File: src/rtl/uart_pkg.sv
// Shared constants for the UART receiver: FSM state encoding and
// default frame/timing parameters.
package uart_pkg;

  localparam int DBIT_DEF    = 8;    // data bits per frame
  localparam int SB_TICK_DEF = 16;   // oversample ticks spent in the stop bit
  localparam int DVSR_DEF    = 163;  // clk cycles per oversample tick

  // Receiver FSM state encoding
  localparam logic [2:0] ST_IDLE   = 3'd0;
  localparam logic [2:0] ST_START  = 3'd1;
  localparam logic [2:0] ST_DATA   = 3'd2;
  localparam logic [2:0] ST_PARITY = 3'd3;
  localparam logic [2:0] ST_STOP   = 3'd4;

endpackage

File: src/rtl/uart_rx_fifo.sv
// Receive FIFO, first-word-fall-through. The head byte is presented on
// r_data whenever the FIFO is non-empty (0 when empty). A write while full
// is dropped and reported with a one-cycle overrun pulse unless a read
// frees a slot on the same edge.
module uart_rx_fifo #(
  parameter int DBIT   = 8,
  parameter int FIFO_W = 2
) (
  input  logic            clk,
  input  logic            reset,
  input  logic            wr,
  input  logic [DBIT-1:0] w_data,
  input  logic            rd,
  output logic [DBIT-1:0] r_data,
  output logic            empty,
  output logic            full,
  output logic            overrun
);

  localparam int DEPTH = 2 ** FIFO_W;

  logic [DBIT-1:0]   mem [0:DEPTH-1];
  logic [FIFO_W-1:0] wr_ptr_reg;
  logic [FIFO_W-1:0] rd_ptr_reg;
  logic [FIFO_W:0]   count_reg;
  logic              overrun_reg;
  logic              rd_ok;
  logic              wr_ok;

  assign empty   = (count_reg == '0);
  assign full    = (count_reg == (FIFO_W+1)'(DEPTH));
  assign rd_ok   = rd & ~empty;
  // A simultaneous read makes room, so a write into a full FIFO still lands.
  assign wr_ok   = wr & (~full | rd_ok);
  assign r_data  = empty ? '0 : mem[rd_ptr_reg];
  assign overrun = overrun_reg;

  // Storage array; contents need no reset because empty masks the head.
  always_ff @(posedge clk) begin
    if (wr_ok)
      mem[wr_ptr_reg] <= w_data;
  end

  // Pointers, occupancy count and overrun pulse.
  always_ff @(posedge clk or posedge reset) begin
    if (reset) begin
      wr_ptr_reg  <= '0;
      rd_ptr_reg  <= '0;
      count_reg   <= '0;
      overrun_reg <= 1'b0;
    end else begin
      if (wr_ok)
        wr_ptr_reg <= wr_ptr_reg + 1'b1;
      if (rd_ok)
        rd_ptr_reg <= rd_ptr_reg + 1'b1;
      case ({wr_ok, rd_ok})
        2'b10:   count_reg <= count_reg + 1'b1;
        2'b01:   count_reg <= count_reg - 1'b1;
        default: count_reg <= count_reg;
      endcase
      overrun_reg <= wr & full & ~rd_ok;
    end
  end

endmodule

File: src/rtl/uart_rx.sv
// UART receiver: oversampling tick generator, rx synchronizer, frame FSM
// and a receive FIFO (uart_rx_fifo).
// Optional even-parity bit support is enabled by defining UART_RX_PARITY_EN;
// without it frames are 8N1-style and parity_err is held at 0.
module uart_rx
  import uart_pkg::*;
#(
  parameter int DBIT    = DBIT_DEF,
  parameter int SB_TICK = SB_TICK_DEF,
  parameter int DVSR    = DVSR_DEF,
  parameter int FIFO_W  = 2
) (
  input  logic            clk,
  input  logic            reset,
  input  logic            rx,
  input  logic            rd_uart,
  output logic [DBIT-1:0] r_data,
  output logic            rx_empty,
  output logic            rx_full,
  output logic            frame_err,
  output logic            overrun,
  output logic            parity_err
);

  localparam int CW = (DVSR > 1) ? $clog2(DVSR) : 1;
  localparam int NW = (DBIT > 1) ? $clog2(DBIT) : 1;

`ifdef UART_RX_PARITY_EN
  localparam logic [2:0] ST_AFTER_DATA = ST_PARITY;
`else
  localparam logic [2:0] ST_AFTER_DATA = ST_STOP;
`endif

  logic [CW-1:0]   div_reg;
  logic            tick;
  logic            rx_meta_reg;
  logic            rx_sync_reg;
  logic [2:0]      state_reg, state_next;
  logic [3:0]      s_reg, s_next;
  logic [NW-1:0]   n_reg, n_next;
  logic [DBIT-1:0] b_reg, b_next;
  logic            done;
  logic            ferr_next;
  logic            frame_err_reg;

  assign tick      = (div_reg == CW'(DVSR - 1));
  assign frame_err = frame_err_reg;

  // Free-running divider producing one oversample tick every DVSR clocks.
  always_ff @(posedge clk or posedge reset) begin
    if (reset)
      div_reg <= '0;
    else if (tick)
      div_reg <= '0;
    else
      div_reg <= div_reg + 1'b1;
  end

  // Two-flop synchronizer for the asynchronous serial line (idles high).
  always_ff @(posedge clk or posedge reset) begin
    if (reset) begin
      rx_meta_reg <= 1'b1;
      rx_sync_reg <= 1'b1;
    end else begin
      rx_meta_reg <= rx;
      rx_sync_reg <= rx_meta_reg;
    end
  end

`ifdef UART_RX_PARITY_EN
  logic par_bad_reg, par_bad_next;
  logic perr_next;
  logic parity_err_reg;

  // Parity mismatch flag and its reporting pulse.
  always_ff @(posedge clk or posedge reset) begin
    if (reset) begin
      par_bad_reg    <= 1'b0;
      parity_err_reg <= 1'b0;
    end else begin
      par_bad_reg    <= par_bad_next;
      parity_err_reg <= perr_next;
    end
  end

  assign parity_err = parity_err_reg;
`else
  assign parity_err = 1'b0;
`endif

  // FSM state, counters, shift register and frame-error pulse.
  always_ff @(posedge clk or posedge reset) begin
    if (reset) begin
      state_reg     <= ST_IDLE;
      s_reg         <= '0;
      n_reg         <= '0;
      b_reg         <= '0;
      frame_err_reg <= 1'b0;
    end else begin
      state_reg     <= state_next;
      s_reg         <= s_next;
      n_reg         <= n_next;
      b_reg         <= b_next;
      frame_err_reg <= ferr_next;
    end
  end

  // Frame FSM: centre-samples each bit using the 16x oversample tick.
  always_comb begin
    state_next = state_reg;
    s_next     = s_reg;
    n_next     = n_reg;
    b_next     = b_reg;
    done       = 1'b0;
    ferr_next  = 1'b0;
`ifdef UART_RX_PARITY_EN
    par_bad_next = par_bad_reg;
    perr_next    = 1'b0;
`endif
    case (state_reg)
      ST_IDLE: begin
        if (!rx_sync_reg) begin
          state_next = ST_START;
          s_next     = '0;
        end
      end
      ST_START: begin
        if (tick) begin
          if (s_reg == 4'd7) begin
            // Mid start bit: a high line means the edge was a glitch.
            if (!rx_sync_reg) begin
              state_next = ST_DATA;
              s_next     = '0;
              n_next     = '0;
            end else begin
              state_next = ST_IDLE;
            end
          end else begin
            s_next = s_reg + 1'b1;
          end
        end
      end
      ST_DATA: begin
        if (tick) begin
          if (s_reg == 4'd15) begin
            s_next = '0;
            b_next = {rx_sync_reg, b_reg[DBIT-1:1]};
            if (n_reg == NW'(DBIT - 1))
              state_next = ST_AFTER_DATA;
            else
              n_next = n_reg + 1'b1;
          end else begin
            s_next = s_reg + 1'b1;
          end
        end
      end
`ifdef UART_RX_PARITY_EN
      ST_PARITY: begin
        if (tick) begin
          if (s_reg == 4'd15) begin
            // Even parity: the parity bit equals the XOR of the data bits.
            par_bad_next = rx_sync_reg ^ (^b_reg);
            s_next       = '0;
            state_next   = ST_STOP;
          end else begin
            s_next = s_reg + 1'b1;
          end
        end
      end
`endif
      ST_STOP: begin
        if (tick) begin
          if (s_reg == 4'(SB_TICK - 1)) begin
            state_next = ST_IDLE;
            if (!rx_sync_reg)
              ferr_next = 1'b1;
`ifdef UART_RX_PARITY_EN
            else if (par_bad_reg)
              perr_next = 1'b1;
`endif
            else
              done = 1'b1;
          end else begin
            s_next = s_reg + 1'b1;
          end
        end
      end
      default: state_next = ST_IDLE;
    endcase
  end

  uart_rx_fifo #(
    .DBIT   (DBIT),
    .FIFO_W (FIFO_W)
  ) u_fifo (
    .clk     (clk),
    .reset   (reset),
    .wr      (done),
    .w_data  (b_reg),
    .rd      (rd_uart),
    .r_data  (r_data),
    .empty   (rx_empty),
    .full    (rx_full),
    .overrun (overrun)
  );

endmodule

File: config.mk
export PLATFORM = sky130hd
export DESIGN_NAME = uart_rx
export DESIGN_NICKNAME = d
export VERILOG_FILES = /design/src/rtl/uart_pkg.sv /design/src/rtl/uart_rx_fifo.sv /design/src/rtl/uart_rx.sv
export SDC_FILE = /design/constraint.sdc
export NUM_CORES = 1
export LEC_CHECK = 0
export CAP_MARGIN = 20
export CORE_ASPECT_RATIO = 0.75
export CORE_MARGIN = 10
export CORE_UTILIZATION = 64
export DETAILED_ROUTE_END_ITERATION = 6
export GPL_ROUTABILITY_DRIVEN = 0
export PLACE_DENSITY = 0.84
export SKIP_LAST_GASP = 1
export SLEW_MARGIN = 25
export SYNTH_ARGS = -nofsm -noshare
export SYNTH_HDL_FRONTEND = slang
export SYNTH_SLANG_ARGS = --single-unit
File: constraint.sdc
create_clock -name clk -period 5.38 [get_ports clk]
set_clock_uncertainty 0.1 [all_clocks]
set_input_delay 0.538 -clock clk [delete_from_list [all_inputs] [get_ports clk]]
set_output_delay 0.538 -clock clk [all_outputs]
set_load 0.01 [all_outputs]
After elaboration in Yosys (flattened, before gate mapping)
Memory sizes are Yosys's and may differ from the RTL's.
Cells that the tools add are included.
W data, S select, Z words.
{"block": "word_totals", "regBits": 37, "ram_bits": 32, "inputBits": 4, "out_inout_bits": 13, "word_cells": 96, "mem_count": 1}
{"memory": "u_fifo.mem", "depth": 4, "width": 8, "rd": 1, "rd_ports_with_merged_regs": 0, "wr": 1, "line_no": "uart_rx_fifo.sv:22", "source": "logic [DBIT-1:0] mem [0:DEPTH-1];"}
{"block": "op_classes", "addsub": 7, "eq_ne": 21, "n_mux": 38, "bitwise": 8, "n_reduce_logical": 9}
{"op": "$mux W3", "n": 14}
{"op": "$mux W4", "n": 7}
{"op": "$ne A2 B2 Y1 const B", "n": 11}
{"op": "$mux W8", "n": 2}
{"op": "$pmux W4 S4", "n": 1}
{"op": "$pmux W3 S2", "n": 2}
{"op": "$pmux W3 S4", "n": 1}
{"op": "$mux W1", "n": 10}
{"op": "$eq A3 B3 Y1 const B", "n": 3}
{"op": "$add A8 B1 Y8 const B", "n": 1}
{"op": "$eq A8 B8 Y1 const B", "n": 1}
{"op": "$reduce_and A8 Y1", "n": 1}
{"op": "$reduce_and A7 Y1", "n": 1}
{"op": "$add A3 B1 Y3 const B", "n": 2}
{"op": "$logic_not A3 Y1", "n": 2}
{"op": "$reduce_and A5 Y1", "n": 1}
{"op": "$add A2 B1 Y2 const B", "n": 2}
{"op": "$add A4 B1 Y4 const B", "n": 1}
{"op": "$and A1 B1 Y1", "n": 4}
{"op": "$eq A4 B3 Y1 const B", "n": 1}
{"op": "$eq A4 B4 Y1 const B", "n": 1}
{"op": "$reduce_bool A2 Y1", "n": 2}
{"op": "$reduce_bool A4 Y1", "n": 1}
{"op": "$eq A3 B1 Y1 const B", "n": 1}
{"op": "other kinds (8)", "n": 10}

Depth between registers and ports, before layout
Gate-level depths: netlist of the first run.
{"block": "logic_depth", "depth_word": 7, "mapped_depth": 11, "depth_no_buf": 10}

Cells and area by module
A second synthesis of the first run with hierarchy kept.
{"block": "unflattened", "cells_unflattened": 232, "hier_area_um2": 3274.4}
{"module": "uart_rx_fifo", "n_inst": 1, "cells_per_inst": 93, "area_per_inst_um2": 1684.1, "seq_area_each_um2": 1161.1}
{"module": "uart_rx", "n_inst": 1, "cells_per_inst": 139, "area_per_inst_um2": 1590.3, "seq_area_each_um2": 728.2}

Worst setup path before layout of the first run
OpenSTA, ideal clock, no wires.
{"block": "synth_timing", "path_kind": "reg-to-reg", "from": "reg div_reg[0]", "to": "reg u_fifo.count_reg[2]", "setup_time_ns": 0.069, "t_arrival_ns": 2.213, "required_time_ns": 5.211, "path_slack_ns": 2.999, "stages_incl_launch_ff": 12, "n_path_buf": 1, "period_less_slack_ns": 2.381, "path_cell_list": "dfrtp_1 -> inv_1 -> ha_1 -> nor4b_4 -> and4b_1 -> buf_4 -> nor2_1 -> fa_1 -> nand2b_1 -> nor4_1 -> a31oi_1 -> nand3_1"}
{"block": "synth_via", "elab_chain_cells": 6, "word_cells_on_any_way": 8, "classes_between": "eq/ne: 3; mux: 3; bitwise: 1; reduce/logical: 1"}
{"element": "start: declaration", "line_no": "uart_rx.sv:34", "source": "logic [CW-1:0] div_reg;"}
{"element": "start signal: assignment", "line_no": "uart_rx.sv:56", "source": "div_reg <= div_reg + 1'b1;"}
{"element": "$eq A8 B8 Y1 *", "line_no": "uart_rx.sv:46", "source": "assign tick = (div_reg == CW'(DVSR - 1));"}
{"element": "$mux W1 *", "line_no": "uart_rx.sv:172", "source": "if (tick) begin"}
{"element": "$mux W1 *", "line_no": "uart_rx.sv:120", "source": "case (state_reg)"}
{"element": "$and A1 B1 Y1 *", "line_no": "uart_rx_fifo.sv:34", "source": "assign wr_ok = wr & (~full | rd_ok);"}
{"element": "$eq A2 B1 Y1 / $eq A2 B2 Y1 (equally long branches)", "line_no": "uart_rx_fifo.sv:56", "source": "case ({wr_ok, rd_ok})"}
{"element": "$pmux W3 S2 / $reduce_bool A2 Y1 (equally long branches)"}
{"element": "end signal: assignment", "line_no": "uart_rx_fifo.sv:57", "source": "2'b10: count_reg <= count_reg + 1'b1;"}
{"element": "end signal: assignment", "line_no": "uart_rx_fifo.sv:58", "source": "2'b01: count_reg <= count_reg - 1'b1;"}
{"element": "end signal: assignment", "line_no": "uart_rx_fifo.sv:59", "source": "default: count_reg <= count_reg;"}
{"element": "end: declaration", "line_no": "uart_rx_fifo.sv:25", "source": "logic [FIFO_W:0] count_reg;"}
Mark *: on every way between the ends. The rest lies on a longest branch, timed or not.
A chain may end at the register's enable or synchronous reset.

Final worst setup path of the first run
{"block": "layout_timing", "from": "reg u_fifo.rd_ptr_reg[0]", "to": "out r_data[1]"}
{"block": "layout_via", "elab_chain_cells": 2}
{"element": "start: declaration", "line_no": "uart_rx_fifo.sv:24", "source": "logic [FIFO_W-1:0] rd_ptr_reg;"}
{"element": "start signal: assignment", "line_no": "uart_rx_fifo.sv:55", "source": "rd_ptr_reg <= rd_ptr_reg + 1'b1;"}
{"element": "$mem_v2 Z4 W8"}
{"element": "$mux W8", "line_no": "uart_rx_fifo.sv:35", "source": "assign r_data = empty ? '0 : mem[rd_ptr_reg];"}
{"element": "end: declaration", "line_no": "uart_rx.sv:17", "source": "output logic [DBIT-1:0] r_data,"}
Every way passes these cells.

==> results of run 1 <==
layout make-up:
cell class / count / share of cell area
clock buffer: 9 / 0.03441
sequential: 69 / 0.5249
timing repair buffer: 16 / 0.04380
multi-input combinational: 154 / 0.3476
tap: 60 / 0.02086
inverter: 10 / 0.01043
clock inverter: 7 / 0.01807
where the power goes:
group / switching [W] / total [W] / internal (W)
clock network: 0.000192 / 0.000403 / 0.000211
registers: 0.0000532 / 0.000620 / 0.000567
logic: 0.0000627 / 0.000135 / 0.0000727
routing by layer:
layer	wire, um	vias up	global-route usage
li1	-	917	-
met1	2662	966	0.2020
met2	2609	47	0.2265
met3	341	9	0.06460
met4	95	0	0.05056
met5	0	-	0
metrics by stage:
stage | utilization | std cells | setup WS, ns | hold WS (ns)
after CTS | 0.7347 | 325 | 2.407 | 0.2604
after floorplan | - | 244 | 2.999 | 0.2452
after global routing | 0.7347 | 325 | 2.292 | 0.2579
after detailed placement | 0.6961 | 309 | 2.571 | 0.2536
after global placement | 0.6961 | 309 | 2.735 | 0.2455
final | 0.7347 | 325 | 2.463 | 0.2600
how the worst min path moves through the flow:
stage                      startpoint          end  slack [ns]  cells after the start
after floorplan           rx_meta_reg  rx_sync_reg        0.25                      0
after global placement    rx_meta_reg  rx_sync_reg        0.25                      0
after detailed placement  rx_meta_reg  rx_sync_reg        0.25                      0
after CTS                 rx_meta_reg  rx_sync_reg        0.26                      0
after global routing      rx_meta_reg  rx_sync_reg        0.26                      0
final                     rx_meta_reg  rx_sync_reg        0.26                      0
cells by family (layout without fill, tap and decap cells):
logic type | Yosys count | after routing
adders and majority gates | 10 | 10
DFF | 69 | 69
other | 1 | 1
AOI/OAI and AO/OA | 33 | 33
xor gates and xnor gates | 13 | 13
muxes | 21 | 21
and+or+nand+nor | 76 | 76
buffers and inverters | 21 | 42
worst reg2reg max path, delay by kind of cell, from the launching register on:
family	cells	cell delay, ns
compound gates	1	0.07
fa+ha+maj	1	0.42
flops	1	0.58
simple gates	6	1.59
cell usage in the layout (no fill, tap or decap), drive strengths merged, types with 2 or more instances in the layout:
cell and instances:
mux2 11, mux2i 2, ha 9, mux4 8, clkinv 5, nand3 8
nand2b 3, dfrtp 35, nor4 3, clkbuf 9, o31ai 2, o21ai 13
and4b 3, nor3 3, dfstp 2, or2 2, xor2 3, a21oi 3
nor3b 2, inv 11, and2 12, edfxtp 32, nand2 19, nand4 2
o211ai 4, nor2 11, clkdlybuf4s50 15, and3 3, xnor2 10
==> impl_metrics.toml, run 1 <==
[run_status]
status = "finished, final reports clean"

[clock_tree]
ctsResizeCount = 0
clock_latency_ns = 0.35
cts_buffer_depth = 2
cts_tree = "yes"
hold_buffers = 0
cts_sinks = 69
numCtsBuffers = 9
cts-root-buf = "clkbuf_8"
postCtsSetupBuffers = 0
clk_pin_slew_ns = 0.07
htreeDepth = 3

[placement]
hpwl_um = 3936
portBuffers = 15
dpl_cell_area_mm2 = 0.003411

[synth]
synth_top_family_by_area = "simple AND/OR/NAND/NOR gates"
yosysSeqAreaShare = 0.5839
synth-compound-area-share = 0.06845
synth.top_cells.by_count = "35 x dfrtp_1, 32 x edfxtp_1, 19 x nand2_1"
synth.top_cell.area_share = 0.2970
ys_ff_latch = 69
muxShareOfSynthArea = 0.1002
synth_most_common_cell = "dfrtp_1"
synth_top_area_cell = "edfxtp_1"
synth_adder_area_share = 0.04099
synth_cell_types = 54
synth_edf_count = 32
syn-num-nets = 258
synthArstFlopShare = 0.5362
syn_inst = 244
synth_area_leaders = "edfxtp_1 30%, dfrtp_1 27%, mux4_2 5.6%"
syn_area_mm2 = 0.003236
synth_xor_area_frac = 0.03519
synth-simple-area-share = 0.1408
synthFlopType = "dfrtp_1"
avgSynthCellArea_um2 = 13.26
yosysWarnings = 0

[sta]
fin_setup_tns_ns = 0
hold_violations = 0
slew_violations = 0
max_freq_mhz = 342.8
period_needed_ns = 2.917
setup_viol = 0
tightest_slew_ns = 0.6730
relSlewSlack = 0.5483
fin_crit_sh = 0.5422
rsz0062_at_grt = "no"

[cells_and_area]
drive_gt1_frac = 0.1660
areaGrowthSynthToFinish_pct = 11.25
fin_area_mm2 = 0.003600
multiInputGateArea_mm2 = 0.001251
nFillCells = 325
regArea_mm2 = 0.001889
fin_nets = 274
antenna-diode-count = 0
largest_reg_flops = 32

[setup_path]
r2r-start = "state_reg[2]"
start_kind = "flop"
cp.depth = 3
worstSetupStartpoint = "u_fifo.rd_ptr_reg[0]"
reg2reg_to = "u_fifo.count_reg[2]"
crit_type = "flop to output port"
cp_cell_sequence = "mux4_2 -> and2_1 -> clkdlybuf4s50_1"
worst_path_max_delay_cell = "dfrtp_1"
cp_top_family = "flip-flops"
reg2regPathDepth = 8
worst_ep_arrival_time_ns = 2.28
slowest_delay_ns = 0.70
worst_setup_path_end_kind = "output port"
critPathMaxFanout = 10
crit_required_ns = 4.74
ff2ff_setup_slack_ns = 2.56
critPathCapture = "r_data[1]"
cp_num_buf_inv = 1

[power_and_ir_drop]
finalPower_w = 0.001159
peakVddDrop_mv = 0.1764
power_density_mw_per_mm2 = 322.1
p_leak_nw = 1.544

[global_route]
grt_pass1_wl_um = 9577
gr-total-overflow = 0
grt_pass1_vias = 1862
antenna_found_initial = 0
track_usage = 0.1537
grt_max_degree = 38

[detailed_routing]
wl_um = 5708
dr.pass1.iters = 4
ant_nets = 0
vias_per_cell = 5.966
drt_iter0_drc = 190
drc = 0
num_vias = 1939
avgRoutedWirePerCell_um = 17.56

[run]
drv_cap = 0

[hold_path]
hold_path.class = "flop to flop"

[floorplanning]
die_h_um = 81.58
die_area_mm2 = 0.008329
start_util = 0.6604
core_mm2 = 0.004900
die_w_um = 102.1
io_pins = 17
rows = 22
Power figures use the tool's default switching activity.
==> run 2, diff against run 1 <==
CORE_UTILIZATION = 59   (was 64)
PLACE_DENSITY = 0.79   (was 0.84)
clock period = 2.84 ns   (was 5.38 ns; I/O delays follow)
==> run 2 against run 1 <==
Global-route usage fell by 1.3 points. Sequential power rose by 87%. Sequential cell count did not move. Sequential share of layout area fell by 1.9 points. Final area rose by 3.8%. Largest power group unchanged.
==> impl_metrics.toml, run 2 (synthesized netlist as in run 1, its figures left out) <==
[run_status]
status = "finished, final reports clean"

[sta]
fin_setup_tns_ns = 0
tightest_slew_ns = 0.6271
hold_violations = 0
relSlewSlack = 0.5791
max_freq_mhz = 379.5
period_needed_ns = 2.635
rsz0062_at_grt = "no"
setup_viol = 0
fin_crit_sh = 0.9279
slew_violations = 0

[cells_and_area]
nFillCells = 363
largest_reg_flops = 32
final_common_cell = "dfrtp_1"
fin_nets = 279
antenna-diode-count = 0
areaGrowthSynthToFinish_pct = 15.51
drive_gt1_frac = 0.1889
fin_area_mm2 = 0.003737
final_cell_mix = "35 x dfrtp_1, 32 x edfxtp_1, 19 x nand2_1"

[setup_path]
start_kind = "flop"
critPathMaxFanout = 6
r2r-start = "state_reg[1]"
reg2reg_to = "u_fifo.count_reg[2]"
reg2regPathDepth = 8
ff2ff_setup_slack_ns = 0.30
crit_required_ns = 2.46
critPathCapture = "r_data[2]"
worstSetupStartpoint = "u_fifo.rd_ptr_reg[0]"
worst_setup_path_end_kind = "output port"
crit_type = "flop to output port"
worst_ep_arrival_time_ns = 2.25

[detailed_routing]
num_vias = 1974
dr.pass1.iters = 4
drc = 0
drt_iter0_drc = 133
avgRoutedWirePerCell_um = 16.82
vias_per_cell = 5.722
ant_nets = 0
wl_um = 5804

[floorplanning]
die_area_mm2 = 0.008877
core_mm2 = 0.005324
die_h_um = 84.14
rows = 23
start_util = 0.6078
io_pins = 17
die_w_um = 105.5

[clock_tree]
numCtsBuffers = 9
ctsResizeCount = 0
cts_buffer_depth = 2
htreeDepth = 3
clock_latency_ns = 0.35
postCtsSetupBuffers = 0
cts_sinks = 69
cts-root-buf = "clkbuf_8"
clk_pin_slew_ns = 0.08
hold_buffers = 0
cts_tree = "yes"

[global_route]
gr-total-overflow = 0
grt_pass1_wl_um = 10010
antenna_found_initial = 0
track_usage = 0.1406
grt_pass1_vias = 1996
grt_max_degree = 38

[power_and_ir_drop]
power.share.clock = 0.425
switchingPower_w = 0.0006124
seq_power_share = 0.461
swShare = 0.2439
power_density_mw_per_mm2 = 672.0
p_leak_nw = 1.605
peakVddDrop_mv = 0.3634
combinationalPowerShare = 0.114
p_int_w = 0.001899

[placement]
portBuffers = 15
hpwl_um = 3990
dpl_cell_area_mm2 = 0.003467

[run]
drv_cap = 0

[hold_path]
hold_path.class = "input port to asynchronous set/reset pin"
## run 2: changes by cell type in the layout (fill, tap and decap cells not counted), sizes merged
cell    before  now
buf          1    6
bufinv       1    4
clkinv       5    2
## run 2: layout make-up
type                    instances  area, um^2  area share
flip-flops and latches         69        1889      0.5055
repair buffers                 21       195.2     0.05223
clock inverters                 7       146.4     0.03917
multi-input cells             154        1251      0.3348
well taps                      75       93.84     0.02511
inverters                      10       37.54     0.01004
clock buffers                   9       123.9     0.03314
## run 2: worst min path at each step
stage / slack, ns / cells past startpoint / endpoint
floorplan: 0.19 / 0 / rx_meta_reg
global placement: 0.25 / 0 / rx_sync_reg
detailed placement: 0.25 / 0 / rx_sync_reg
CTS: 0.22 / 1 / rx_meta_reg
global route: 0.23 / 1 / rx_meta_reg
finish: 0.23 / 3 / s_reg[1]
## run 2: per-layer routing
metal	global-route usage	part of all wire	up-vias
met5	0	0	-
met4	0.05767	0.015	0
met3	0.05496	0.068	9
met2	0.2008	0.45	46
met1	0.1874	0.47	985
li1	-	-	934
## run 2: worst max-delay path: stages (launching register included)
cell and delay [ns]:
dfrtp_1 0.51, buf_4 0.24, mux4_2 0.51, and2_1 0.17
clkdlybuf4s50_1 0.48
## run 2: power by group through the flow
stage	clock network [W]	registers, W	logic, W
2_1_floorplan	0	0.00112	0.000247
3_3_place_gp	0	0.00118	0.000284
3_5_place_dp	0	0.00118	0.000290
4_1_cts	0.00108	0.00116	0.000291
5_1_grt	0.00113	0.00117	0.000320
6_report	0.00107	0.00116	0.000287
## run 2: per-stage QoR
stage | hold WS (ns) | util | std cells | power [W] | worst slack, ns
floorplan | 0.1885 | - | 244 | 0.001371 | 0.4586
global placement | 0.2460 | 0.6512 | 329 | 0.001460 | 0.5179
detailed placement | 0.2473 | 0.6512 | 329 | 0.001469 | 0.3671
CTS | 0.2232 | 0.7020 | 345 | 0.002530 | 0.1654
global route | 0.2255 | 0.7020 | 345 | 0.002618 | 0.08497
finish | 0.2280 | 0.7020 | 345 | 0.002511 | 0.2048
==> RTL edit, RTL diff (config.mk and constraints of run 2) <==
Remove the register `frame_err_reg`: a continuous assignment takes its place, so the output `frame_err` follows one clock earlier.
--- a/src/rtl/uart_rx.sv
+++ b/src/rtl/uart_rx.sv
@@ -95,15 +95,15 @@
       s_reg         <= '0;
       n_reg         <= '0;
       b_reg         <= '0;
-      frame_err_reg <= 1'b0;
     end else begin
       state_reg     <= state_next;
       s_reg         <= s_next;
       n_reg         <= n_next;
       b_reg         <= b_next;
-      frame_err_reg <= ferr_next;
     end
   end
+
+  assign frame_err_reg = ferr_next;
 
   // Frame FSM: centre-samples each bit using the 16x oversample tick.
   always_comb begin
Check against the original RTL: no difference found for any inputs over 10 cycles, from zero or initial values and one cycle with reset high; that may be too few to reach the edited logic, so the function may still have changed.
==> RTL edit against run 2 <==
  * Maximum frequency fell by 0.55%
  * Area after synthesis rose by 0.77%
  * Global-route usage barely moved
  * Setup slack got worse by 0.015 ns
  * First-iteration DRC count rose by 70%
  * Routed wire length rose by 3.4%
  * Core utilization fell by 1.5 points
  * Count of clock-buffer cells in the layout rose by 1
  * Clock power fell by 37%
  * Sequential cell count fell by 1
  * Design area fell by 1.5%
  * Register-to-register slack got worse by 0.11 ns
  * Via count barely moved
  * Power fell by 16%
  * Critical endpoint is now u_fifo.mem[1][2]
  * Largest power group unchanged
  * Highest routed layer unchanged
==> RTL edit: results (changes against run 2) <==
Clk buf depth - 2 (unchanged)
Top post-synthesis cells by count - dfrtp_1, edfxtp_1, nor2b_1 (was dfrtp_1, edfxtp_1, nand2_1, and2_1, o21ai_0)
H-tree levels - 3 (unchanged)
Final net count - 277 (was 279)
Worst Path Max Fanout - 8 (was 6)
Pin count of the biggest net entering global routing - 37 (was 38)
Area after DPL - 0.00351 mm^2 (was 0.00347 mm^2)
Max FFs per register - 32 (unchanged)
Post-Synth Adder-Cell Area - 4.07% (was 4.10%)
Family with the most delay on the worst path - simple AND/OR/NAND/NOR gates (was buffers and inverters)
Cell Count, Final, Fillers Out - 343 (was 345)
Post-synthesis xor/xnor area fraction - 2.95% (was 3.52%)
Number of distinct library cells after synthesis - 59 (was 54)
Worst hold slack - 0.239 ns (was 0.228 ns)
Synth warn - 0 (unchanged)
Worst Reg-to-Reg Cells - 7 (was 8)
Hold Path Class - input pin to async pin (unchanged)
Latest clock arrival within the worst-skew pair - 0.34 ns
Slowest cell delay on critical path - 0.56 ns (was 0.51 ns)
Top cells by area, synth - edfxtp_1, dfrtp_1, mux4_2 (unchanged)
Sequential area share after synthesis - 57.2% (was 58.4%)
Synthesized Nets - 253 (was 258)
Num CTS Buffers - 9 (unchanged)
1st-pass router iterations - 4 (unchanged)
Initial DRC count - 226 (was 133)
Vias in the first global route - 1,873 (was 1,996)
Filler cell count - 374 (was 363)
Worst EP arrival - 2.55 ns (was 2.25 ns)
Number of synthesized flops with an enable pin - 32 (unchanged)
Total number of vias - 1,975 (was 1,974)
Status - completed (unchanged)
Initial antenna violation count - 0 (unchanged)
Reg-to-reg critical path endpoint - u_fifo.mem[1][2] (was u_fifo.count_reg[2])
MaxCap Viol Count - 0 (unchanged)
Main synth FF type - dfrtp_1 (unchanged)
# Post-CTS Setup Buffers - 0 (unchanged)
R2r setup slk - 0.19 ns (was 0.30 ns)
Port bufs - 15 (unchanged)
Leakage - 0.00153 uW (was 0.00160 uW)
Syn_area_per_cell - 13.6 um^2 (was 13.3 um^2)
Post-DP HPWL - 4.38 mm (was 3.99 mm)
R2r startpoint - div_reg[0] (was state_reg[1])
Share of cells above drive strength 1 - 19.8% (was 18.9%)
Post-synthesis mux area share - 11.2% (was 10.0%)
Overall Global Routing Usage - 14.1% (about the same)
Slowest cell on the critical path - or4_4 (was dfrtp_1)
Area grow syn2layout - 12.9% (was 15.5%)
FFs w/ async S/R, synth - 52.9% (was 53.6%)
Worst-path clk slew - 0.07 ns
Synth area leader - edfxtp_1 (unchanged)
Max-slew headroom - 65.0% (was 57.9%)
Compound-Gate Fraction of Synth Area - 6.79% (was 6.84%)
Post-Place Cells - 327 (was 329)
Diode count - 0 (unchanged)
Total routed wirelength - 6.00 mm (was 5.80 mm)
Maximum VDD drop - 0.321 mV (was 0.363 mV)
First-pass GRT wire length - 9.92 mm (was 10.0 mm)
==> RTL edit: cell count changes after synthesis, sizes merged, moves of 3 or more <==
| cell | before | now |
|---|---|---|
| o21ai | 13 | 7 |
| nor2b | 1 | 12 |
| a22o | 0 | 3 |
| nand3 | 8 | 5 |
| nand3b | 1 | 6 |
| nor3b | 2 | 7 |
| nand2 | 19 | 10 |
| and2 | 12 | 5 |
| and4b | 3 | 0 |
| nor4 | 3 | 0 |
==> RTL edit: routing by layer <==
metal	wire (um)	share of wire (%)	track usage [%]
met5	0	0	0
met1	3020	50	20.9
met3	432	7.2	5.34
met2	2470	41	17.8
met4	79	1.3	5.52
==> RTL edit: final cells by class <==
class | instances | area share (%)
multi-input combinational | 153 | 35.8
clock buffer | 10 | 3.47
clock inverter | 6 | 1.09
tap | 75 | 2.55
sequential | 68 | 50.7
inverter | 9 | 0.918
timing repair buffer | 22 | 5.51
==> RTL edit: worst max-delay path by stage <==
stage	start	endpoint	slack, ns
2_1_floorplan	div_reg[0]	u_fifo.mem[0][0]	0.47
3_3_place_gp	div_reg[0]	u_fifo.mem[0][1]	0.29
3_5_place_dp	div_reg[0]	u_fifo.mem[0][3]	0.16
4_1_cts	div_reg[0]	u_fifo.mem[0][2]	0.15
5_1_grt	div_reg[0]	u_fifo.mem[1][2]	0.009
6_report	div_reg[0]	u_fifo.mem[1][2]	0.19
==> RTL edit: cell families (layout without fill, tap and decap cells) <==
kind of cell / count (synthesis) / after routing
simple gates: 77 / 77
flops: 68 / 68
compound gates: 32 / 32
mux: 22 / 22
buf+inv: 18 / 47
xor+xnor: 11 / 11
fa+ha+maj: 10 / 10
other cells: 1 / 1
==> RTL edit: timing repair <==
action                     4_1_cts  5_1_grt
resized for setup                0        1
hold buffers                     0        0
setup endpoints to repair        0        8
==> RTL edit: through the flow <==
step	worst slack, ns	power, uW
floorplan	0.471	1350
global placement	0.285	1440
detailed placement	0.157	1450
CTS	0.154	2130
global route	0.00891	2210
finish	0.190	2110
==> RTL edit: power breakdown <==
part,internal [uW],switching [uW],leakage (uW)
clock network,315,362,0.0000826
logic,164,136,0.000602
registers,1050,75.7,0.000841
==> RTL edit: worst register-to-register path, stage by stage (launching register included) <==
cell and delay (ns):
dfrtp_1 0.42, inv_1 0.08, ha_1 0.14, nor3b_4 0.28
nand2_2 0.15, or4_4 0.56, nor2_4 0.19, and2_1 0.39
